==> src/rtl/serial_adder.sv <==
// Bit-serial adder/subtractor: one full-adder slice and a carry flop walk a
// WIDTH-bit operand pair LSB-first, one bit per clock, under start/busy/done.
module serial_adder #(
    parameter  int WIDTH = 8,
    localparam int CNT_W = $clog2(WIDTH + 1)
) (
    input  logic             clk,
    input  logic             rst,
    input  logic             start,
    input  logic             sub,
    input  logic [WIDTH-1:0] a,
    input  logic [WIDTH-1:0] b,
    input  logic             cin,
    output logic             busy,
    output logic             done,
    output logic [WIDTH-1:0] sum,
    output logic             carry,
    output logic             overflow
);

    typedef enum logic [1:0] {
        IDLE = 2'd0,
        RUN  = 2'd1,
        DONE = 2'd2
    } state_t;

    localparam logic [CNT_W-1:0] LAST_CNT = CNT_W'(WIDTH - 1);

    state_t           state_reg, state_next;
    logic [WIDTH-1:0] a_reg, b_reg, res_reg;
    logic [WIDTH-1:0] a_shift, b_shift, res_shift;
    logic             c_reg;
    logic [CNT_W-1:0] cnt_reg;
    logic [WIDTH-1:0] sum_reg;
    logic             carry_reg, ovf_reg;
    logic             load, last;
    logic             s_bit, c_out;

    // The single full-adder slice.
    assign s_bit = a_reg[0] ^ b_reg[0] ^ c_reg;
    assign c_out = (a_reg[0] & b_reg[0]) | (a_reg[0] & c_reg) | (b_reg[0] & c_reg);

    // Operands shift right; each new sum bit enters the result MSB so that
    // after WIDTH shifts bit 0 has reached position 0.
    generate
        for (genvar gi = 0; gi < WIDTH - 1; gi++) begin : g_shift
            assign a_shift[gi]   = a_reg[gi + 1];
            assign b_shift[gi]   = b_reg[gi + 1];
            assign res_shift[gi] = res_reg[gi + 1];
        end
    endgenerate
    assign a_shift[WIDTH-1]   = 1'b0;
    assign b_shift[WIDTH-1]   = 1'b0;
    assign res_shift[WIDTH-1] = s_bit;

    always_comb begin
        state_next = state_reg;
        load       = 1'b0;
        last       = 1'b0;
        case (state_reg)
            IDLE, DONE: begin
                if (start) begin
                    state_next = RUN;
                    load       = 1'b1;
                end else begin
                    state_next = IDLE;
                end
            end
            RUN: begin
                if (cnt_reg == LAST_CNT) begin
                    state_next = DONE;
                    last       = 1'b1;
                end
            end
            default: state_next = IDLE;
        endcase
    end

    always_ff @(posedge clk) begin
        if (rst) begin
            state_reg <= IDLE;
            a_reg     <= '0;
            b_reg     <= '0;
            res_reg   <= '0;
            c_reg     <= 1'b0;
            cnt_reg   <= '0;
            sum_reg   <= '0;
            carry_reg <= 1'b0;
            ovf_reg   <= 1'b0;
        end else begin
            state_reg <= state_next;
            if (load) begin
                // Subtraction is a + ~b + 1, so the carry flop starts at 1.
                a_reg   <= a;
                b_reg   <= sub ? ~b : b;
                c_reg   <= sub ? 1'b1 : cin;
                cnt_reg <= '0;
            end else if (state_reg == RUN) begin
                a_reg   <= a_shift;
                b_reg   <= b_shift;
                res_reg <= res_shift;
                c_reg   <= c_out;
                cnt_reg <= cnt_reg + CNT_W'(1);
            end
            // On the last edge c_reg is the carry into the MSB slice.
            if (last) begin
                sum_reg   <= res_shift;
                carry_reg <= c_out;
                ovf_reg   <= c_reg ^ c_out;
            end
        end
    end

    assign busy     = (state_reg == RUN);
    assign done     = (state_reg == DONE);
    assign sum      = sum_reg;
    assign carry    = carry_reg;
    assign overflow = ovf_reg;

endmodule

==> config.mk <==
export PLATFORM = sky130hd
export DESIGN_NAME = serial_adder
export DESIGN_NICKNAME = d
export VERILOG_FILES = /design/src/rtl/serial_adder.sv
export SDC_FILE = /design/constraint.sdc
export NUM_CORES = 1
export LEC_CHECK = 0
export CAP_MARGIN = 0
export CORE_MARGIN = 1
export CORE_UTILIZATION = 35
export CTS_CLUSTER_DIAMETER = 120
export DETAILED_ROUTE_END_ITERATION = 12
export PLACE_DENSITY = 0.61
export SYNTH_ARGS = -nofsm -noshare
export SYNTH_HDL_FRONTEND = slang
export SYNTH_SLANG_ARGS = --single-unit
==> constraint.sdc <==
create_clock -name clk -period 1.6 [get_ports clk]
set_input_delay 0.4 -clock clk [delete_from_list [all_inputs] [get_ports clk]]
set_output_delay 0.4 -clock clk [all_outputs]
set_load 0.02 [all_outputs]
# Yosys cells after proc, flatten, opt, wreduce, memory -nomap -nowiden
# Index checks and enable logic that the tools add are counted.
[totals]
reg_bits = 41
elab_cells = 44
[op_classes]
add_sub_neg = 1
n_reduce_logical = 5
mux = 15
bitwise = 10
n_eq_ne = 4
[ops]
columns = ["op", "count"]
rows = [
  ["$mux W8", 5],
  ["$mux W1", 8],
  ["$not A8 Y8", 1],
  ["$add A4 B1 Y4 const B", 1],
  ["$eq A4 B3 Y1 const B", 1],
  ["$pmux W2 S2", 1],
  ["$reduce_or A2 Y1", 2],
  ["$and A1 B1 Y1", 3],
  ["$xor A1 B1 Y1", 3],
  ["$eq A2 B1 Y1 const B", 1],
  ["$eq A2 B2 Y1 const B", 1],
  ["$logic_not A2 Y1", 1],
  ["$mux W2", 1],
  ["$ne A2 B1 Y1 const B", 1],
  ["$or A1 B1 Y1", 2],
  ["$reduce_and A2 Y1", 1],
  ["$reduce_bool A2 Y1", 1],
  ["$not A1 Y1", 1],
]

# Logic depth before layout (Yosys ltp)
# Gate-level depths: netlist (run 1).
[logic_depth]
ltp_word = 5
ltp_mapped = 6

# Worst setup path after synthesis (run 1)
# No wires, ideal clock.
[synth_path]
path_type = "register to output"
startpoint = "reg state_reg[1]"
endpoint = "out busy"
t_required_ns = 1.200
stages_incl_launch_ff = 5
slack_ns = 0.278
t_arrival_ns = 0.922
path_cell_list = "dfxtp_1 nand2b_1 buf_6 inv_2 buf_2"
[synth_via]
elab_chain_len = 1
[synth_rtl]
columns = ["element", "line", "rtl"]
rows = [
  ["from (decl)", "29", "state_t state_reg, state_next;"],
  ["from (signal assigned)", "91", "state_reg <= state_next;"],
  ["$eq A2 B1 Y1", "114", "assign busy = (state_reg == RUN);"],
  ["to (decl)", "14", "output logic busy,"],
]
# Every way passes these cells.

# Worst setup path after layout (run 1)
[layout_path]
startpoint = "reg state_reg[0]"
endpoint = "out done"
[layout_via]
elab_chain_len = 1
[layout_rtl]
columns = ["element", "line", "rtl"]
rows = [
  ["$eq A2 B2 Y1", "115", "assign done = (state_reg == DONE);"],
  ["to (decl)", "15", "output logic done,"],
]
# Every way passes these cells.

==> results of run 1 <==
==> layout by cell type (no fill, tap or decap) <==
cell	count
clkbuf_2	1
clkbuf_1	2
a211oi_1	1
ha_1	1
nand3b_1	2
clkbuf_8	6
and2b_1	2
dfxtp_2	1
buf_4	13
dfxtp_1	39
clkdlybuf4s50_1	20
inv_2	1
or3_1	1
mux2i_1	1
nand2_1	17
fa_1	1
xnor2_1	2
xor2_1	9
a22oi_1	14
a31oi_1	1
and3b_1	1
o21ai_0	11
nand2b_1	2
nor3_1	4
a21oi_1	34
dlygate4sd2_1	11
nand3_1	27
a311oi_1	1
nor2_1	1
==> path summary, 6_finish.rpt <==
check / slack [ns] / from / end / cells past startpoint
worst max-delay path: 0.08 / state_reg[0]$_SDFFE_PP0P_ / done / 2
worst min-delay path: 0.47 / b_reg[7]$_SDFFE_PP0P_ / b_reg[7]$_SDFFE_PP0P_ / 2
worst max register to register: 0.16 / state_reg[1]$_SDFFE_PP0P_ / cnt_reg[3]$_SDFFE_PP0P_ / 4
worst min register to register: 0.47 / b_reg[7]$_SDFFE_PP0P_ / b_reg[7]$_SDFFE_PP0P_ / 2
==> cells by family (layout without fill, tap and decap cells) <==
group	Yosys count	after routing
buffers and inverters	19	54
AOI/OAI and AO/OA	62	62
adders and majority gates	2	2
DFF	40	40
muxes	1	1
and+or+nand+nor	57	57
xor gates and xnor gates	11	11
==> cell type report <==
cell class | instances | area (sq um) | area share
tap | 52 | 65.1 | 0.0305
multi-input combinational | 133 | 772 | 0.362
sequential | 40 | 802 | 0.376
clock buffer | 8 | 90.1 | 0.0423
inverter | 1 | 3.75 | 0.00176
timing repair buffer | 45 | 399 | 0.187
==> worst min-delay path: cells and delay by family (launching register included) <==
family | cells | cell delay [ns]
AO/OA/AOI/OAI | 1 | 0.05
flip-flops | 1 | 0.31
AND/OR/NAND/NOR | 1 | 0.06
==> per-layer routing <==
metal / share of wire / track usage / up-vias
li1: - / - / 746
met1: 0.48 / 0.202 / 659
met2: 0.47 / 0.239 / 22
met3: 0.035 / 0.0499 / 4
met4: 0.014 / 0.0600 / 0
met5: 0 / 0 / -
==> repair_timing <==
item                       4_1_cts  5_1_grt
pin swaps                        0        0
resized for setup               12        3
buffers inserted                 0        0
setup endpoints to repair       12        2
==> through the flow <==
step	util	hold slack (ns)	total power [mW]	setup slack (ns)	instances
floorplan	-	0.437	1.25	0.278	192
global placement	0.460	0.451	1.35	0.000408	271
detailed placement	0.460	0.455	1.35	0.00135	271
CTS	0.477	0.468	2.03	0.00667	279
global route	0.477	0.478	2.10	0.0221	279
finish	0.477	0.469	2.01	0.0801	279
==> power by group through the flow <==
stage | Sequential, mW | Combinational, mW | Clock, mW
floorplan | 1.08 | 0.169 | 0
global placement | 1.08 | 0.270 | 0
detailed placement | 1.08 | 0.271 | 0
CTS | 1.06 | 0.270 | 0.701
global route | 1.07 | 0.297 | 0.742
finish | 1.06 | 0.267 | 0.681
==> flow_summary.yaml, run 1 <==
power_and_ir_drop:
  net-switching-power_uw: 494
  peakVddDrop_mv: 0.476
  share_seq_of_total_power: 0.528
  powerDensity_nw_per_um2: 942
  p_int_mw: 1.51
  pwr-share-comb: 0.133
  swShare: 0.246
  clockPowerShare: 0.339
  p_leak_nw: 0.808
timing:
  worst_pin_slew_ns: 0.393
  period_minus_slack_ns: 1.52
  setup_viol: 0
  finalCritPeriodShare: 0.950
  rsz0062_at_grt: "false"
  final.setup.tns_ns: 0
  maxSlewViolCount: 0
  hold_violations: 0
  slew_headroom: 0.738
  skew_ns: 0.00537
  max_freq_mhz: 658
critical_path:
  required_ns: 1.20
  cp_top_family: "flip-flops"
  path_class: "reg2out"
  slowest_stage: "dfxtp_2"
  start_kind: "register"
  worstPathCellList: "and2b_1 -> dlygate4sd2_1"
  crit_arrival_ns: 1.12
  critical_path.endpoint_type: "output pin"
  path_max_fanout: 5
  crit_path_max_incr_delay_ns: 0.36
  cp_num_buf_inv: 1
synthesis:
  yosys.cell_count.top_type: "dfxtp_1"
  syn_area_sq_um: 1670
  ys_types: 25
  synth_seq_cells: 40
  synth.top_cell.area_share: 0.480
  synth_simple_gate_area_frac: 0.168
  ys_async_sr_fraction: 0
  synthAdderAreaFrac: 0.0195
  synth_fp_nets: 215
  netlist_instances: 192
  synthTopCellsByArea: "dfxtp_1, a21oi_1, nand3_1"
  synth_top_family_by_area: "compound AO/OA/AOI/OAI gates"
  synth_compound_area_frac: 0.211
  synth_area_leader_cell: "dfxtp_1"
  synth_edf_count: 0
  yosys.area_share.xor_xnor: 0.0577
  avgSynthCellArea_sq_um: 8.69
  seq_area_frac_synth: 0.480
  ys_warn_count: 0
  synth_ff_type: "dfxtp_1"
  synth_top_cells_by_count: "dfxtp_1, a21oi_1, nand3_1"
  synthMuxAreaShare: 0.00600
clock_tree:
  cts_sinks: 40
  clk_pin_slew_ns: 0.08
  postCtsHoldBufs: 0
  cts.htree.levels: 2
  worstSkewPairLatency_ns: 0.29
  cts_buffers: 5
  cts_tree: "built"
  cts_root_buf: "clkbuf_8"
  cts_buffer_depth: 2
final_layout:
  fin_area_sq_um: 2130
  antennaDiodeCount: 0
  fin_nets: 249
  drive_above_1_share: 0.0969
  fillers: 432
  syn2layout_area_growth_pct: 27.7
die:
  ioPinCount: 33
  fp-row-count: 24
  initial_core_util: 0.373
  die_h_microns: 71.1
  core-area_sq_um: 4470
  die_area_sq_um: 5050
  die_w_microns: 71.1
placement:
  dpl_cell_area_sq_um: 2060
  dp_hpwl_microns: 2360
  place.gp.congestion: 0.701
  port_buffers: 32
worst_hold_path:
  holdCritPathClass: "reg2reg"
route:
  num_vias: 1431
  drtIter0Drc: 81
  drc: 0
  first_pass_iters: 6
  vias_per_cell: 5.13
  ant_nets: 0
  routed_wl_microns: 3540
  wl_per_cell_microns: 12.7
grt:
  grt_overflow_total: 0
  antenna_found_initial: 0
  grt_max_degree: 37
  grt_usage: 0.155
  grt_pass1_vias: 1360
  grt_pass1_wl_microns: 6110
flow_run:
  cap_violations: 0
outcome:
  status: "complete, no violations"
No activity file was read; power rests on OpenSTA's default activity.
==> run 2: changes to the inputs <==
Settings changed: SLEW_MARGIN from default to 40.
==> results of run 2 <==
The final DEF is identical to that of run 1; final timing and power are the same.
==> run 3: changes to the inputs <==
Settings changed: DONT_BUFFER_PORTS from default to 1, PLACE_DENSITY 0.61 to 0.52.
==> flow_summary.yaml, run 3 (synthesis results as in run 1) <==
final_layout:
  syn2layout_area_growth_pct: 7.95
  layout_commonest_cell: "dfxtp_1"
  fin_area_sq_um: 1800
  fillers: 469
  fin_nets: 213
  multi_input_comb_area_sq_um: 772
  fin_util: 0.403
  drive_above_1_share: 0.0842
  final_cell_mix: "dfxtp_1, a21oi_1, nand3_1"
  seq_area_sq_um: 801
  antennaDiodeCount: 0
route:
  drtIter0Drc: 76
  drc: 2
  first_pass_iters: 9
  ant_nets: 0
  vias_per_cell: 5.57
  num_vias: 1347
  wl_per_cell_microns: 14.7
  routed_wl_microns: 3550
clock_tree:
  cts_sinks: 40
  cts_tree: "built"
  cts.htree.levels: 2
  cts_buffer_depth: 2
  cts_buffers: 5
  cts_root_buf: "clkbuf_8"
  clk_pin_slew_ns: 0.07
  worstSkewPairLatency_ns: 0.28
die:
  core-area_sq_um: 4470
  die_area_sq_um: 5050
  fp-row-count: 24
  initial_core_util: 0.373
  ioPinCount: 33
  die_w_microns: 71.1
  die_h_microns: 71.1
placement:
  place.gp.congestion: 0.760
  dp_hpwl_microns: 2320
  port_buffers: 0
  dpl_cell_area_sq_um: 1710
critical_path:
  crit_path_max_incr_delay_ns: 0.32
  critical_path.endpoint_type: "output pin"
  crit_arrival_ns: 1.04
  worstPathCellList: "nand2b_1 -> inv_4 -> buf_12"
  path_class: "reg2out"
  path_max_fanout: 13
  required_ns: 1.20
  start_kind: "register"
  cp_num_buf_inv: 2
  cp_top_family: "flip-flops"
  slowest_stage: "dfxtp_1"
grt:
  grt_usage: 0.151
  antenna_found_initial: 0
  grt_max_degree: 41
  grt_pass1_wl_microns: 5980
  grt_pass1_vias: 1265
  grt_overflow_total: 0
timing:
  worst_pin_slew_ns: 0.406
  final.setup.tns_ns: 0
  slew_headroom: 0.728
  max_freq_mhz: 696
  hold_violations: 0
  finalCritPeriodShare: 0.898
  period_minus_slack_ns: 1.44
  rsz0062_at_grt: "false"
  maxSlewViolCount: 0
  setup_viol: 0
  skew_ns: 0.00509
outcome:
  violations: "DRC"
  status: "complete, but fails checks"
power_and_ir_drop:
  powerDensity_nw_per_um2: 1040
  peakVddDrop_mv: 0.546
  p_leak_nw: 0.614
worst_hold_path:
  holdCritPathClass: "in2reg"
flow_run:
  cap_violations: 0
## run 3: area by class of cell
class,instances,share of cell area
clock buffers,6,0.0403
clock inverters,1,0.00278
inverters,1,0.00347
multi-input cells,133,0.428
flip-flops and latches,40,0.444
well taps,52,0.0361
repair buffers,9,0.0444
## run 3: where the power goes
part | total, mW | switching, mW | leakage [nW] | internal [mW]
clock | 0.609 | 0.313 | 0.0410 | 0.296
combinational | 0.197 | 0.114 | 0.247 | 0.0832
sequential | 1.06 | 0.0240 | 0.325 | 1.04
## run 3: worst paths after layout
path                             startpoint                      end  cells after the start  slack, ns
setup / recovery  state_reg[1]$_SDFFE_PP0P_                     busy                      3       0.16
hold / removal                          rst  res_reg[3]$_SDFFE_PP0P_                      1       0.18
hold reg to reg     res_reg[1]$_SDFFE_PP0P_  res_reg[1]$_SDFFE_PP0P_                      2       0.45
setup reg to reg  state_reg[1]$_SDFFE_PP0P_  cnt_reg[1]$_SDFFE_PP0P_                      6       0.19
## run 3: per-stage QoR
step / setup WS, ns / hold WS, ns / std cells / total power [mW]
6_report: 0.163 / 0.179 / 242 / 1.87
3_3_place_gp: 0.272 / 0.444 / 234 / 1.27
4_1_cts: 0.0201 / 0.163 / 241 / 1.90
3_5_place_dp: 0.230 / 0.449 / 234 / 1.28
5_1_grt: 0.0625 / 0.154 / 242 / 1.98
2_1_floorplan: 0.278 / 0.437 / 192 / 1.25
## run 3: per-layer routing
metal  share of wire  global-route usage  wire length, microns  up-vias
li1                -                   -                     -      671
met1            0.43               0.185                  1530      635
met2            0.51               0.246                  1800       39
met3           0.057              0.0484                   203        2
met4          0.0048              0.0622                    17        0
met5               0                   0                     0        -
## run 3: timing repair
| action | in CTS | in global routing |
|---|---|---|
| hold endpoints to repair | 0 | 0 |
| endpoints found under the setup margin | 0 | 1 |
| buffers inserted | 0 | 1 |
| hold buffers | 0 | 0 |
| gates resized for setup | 0 | 1 |
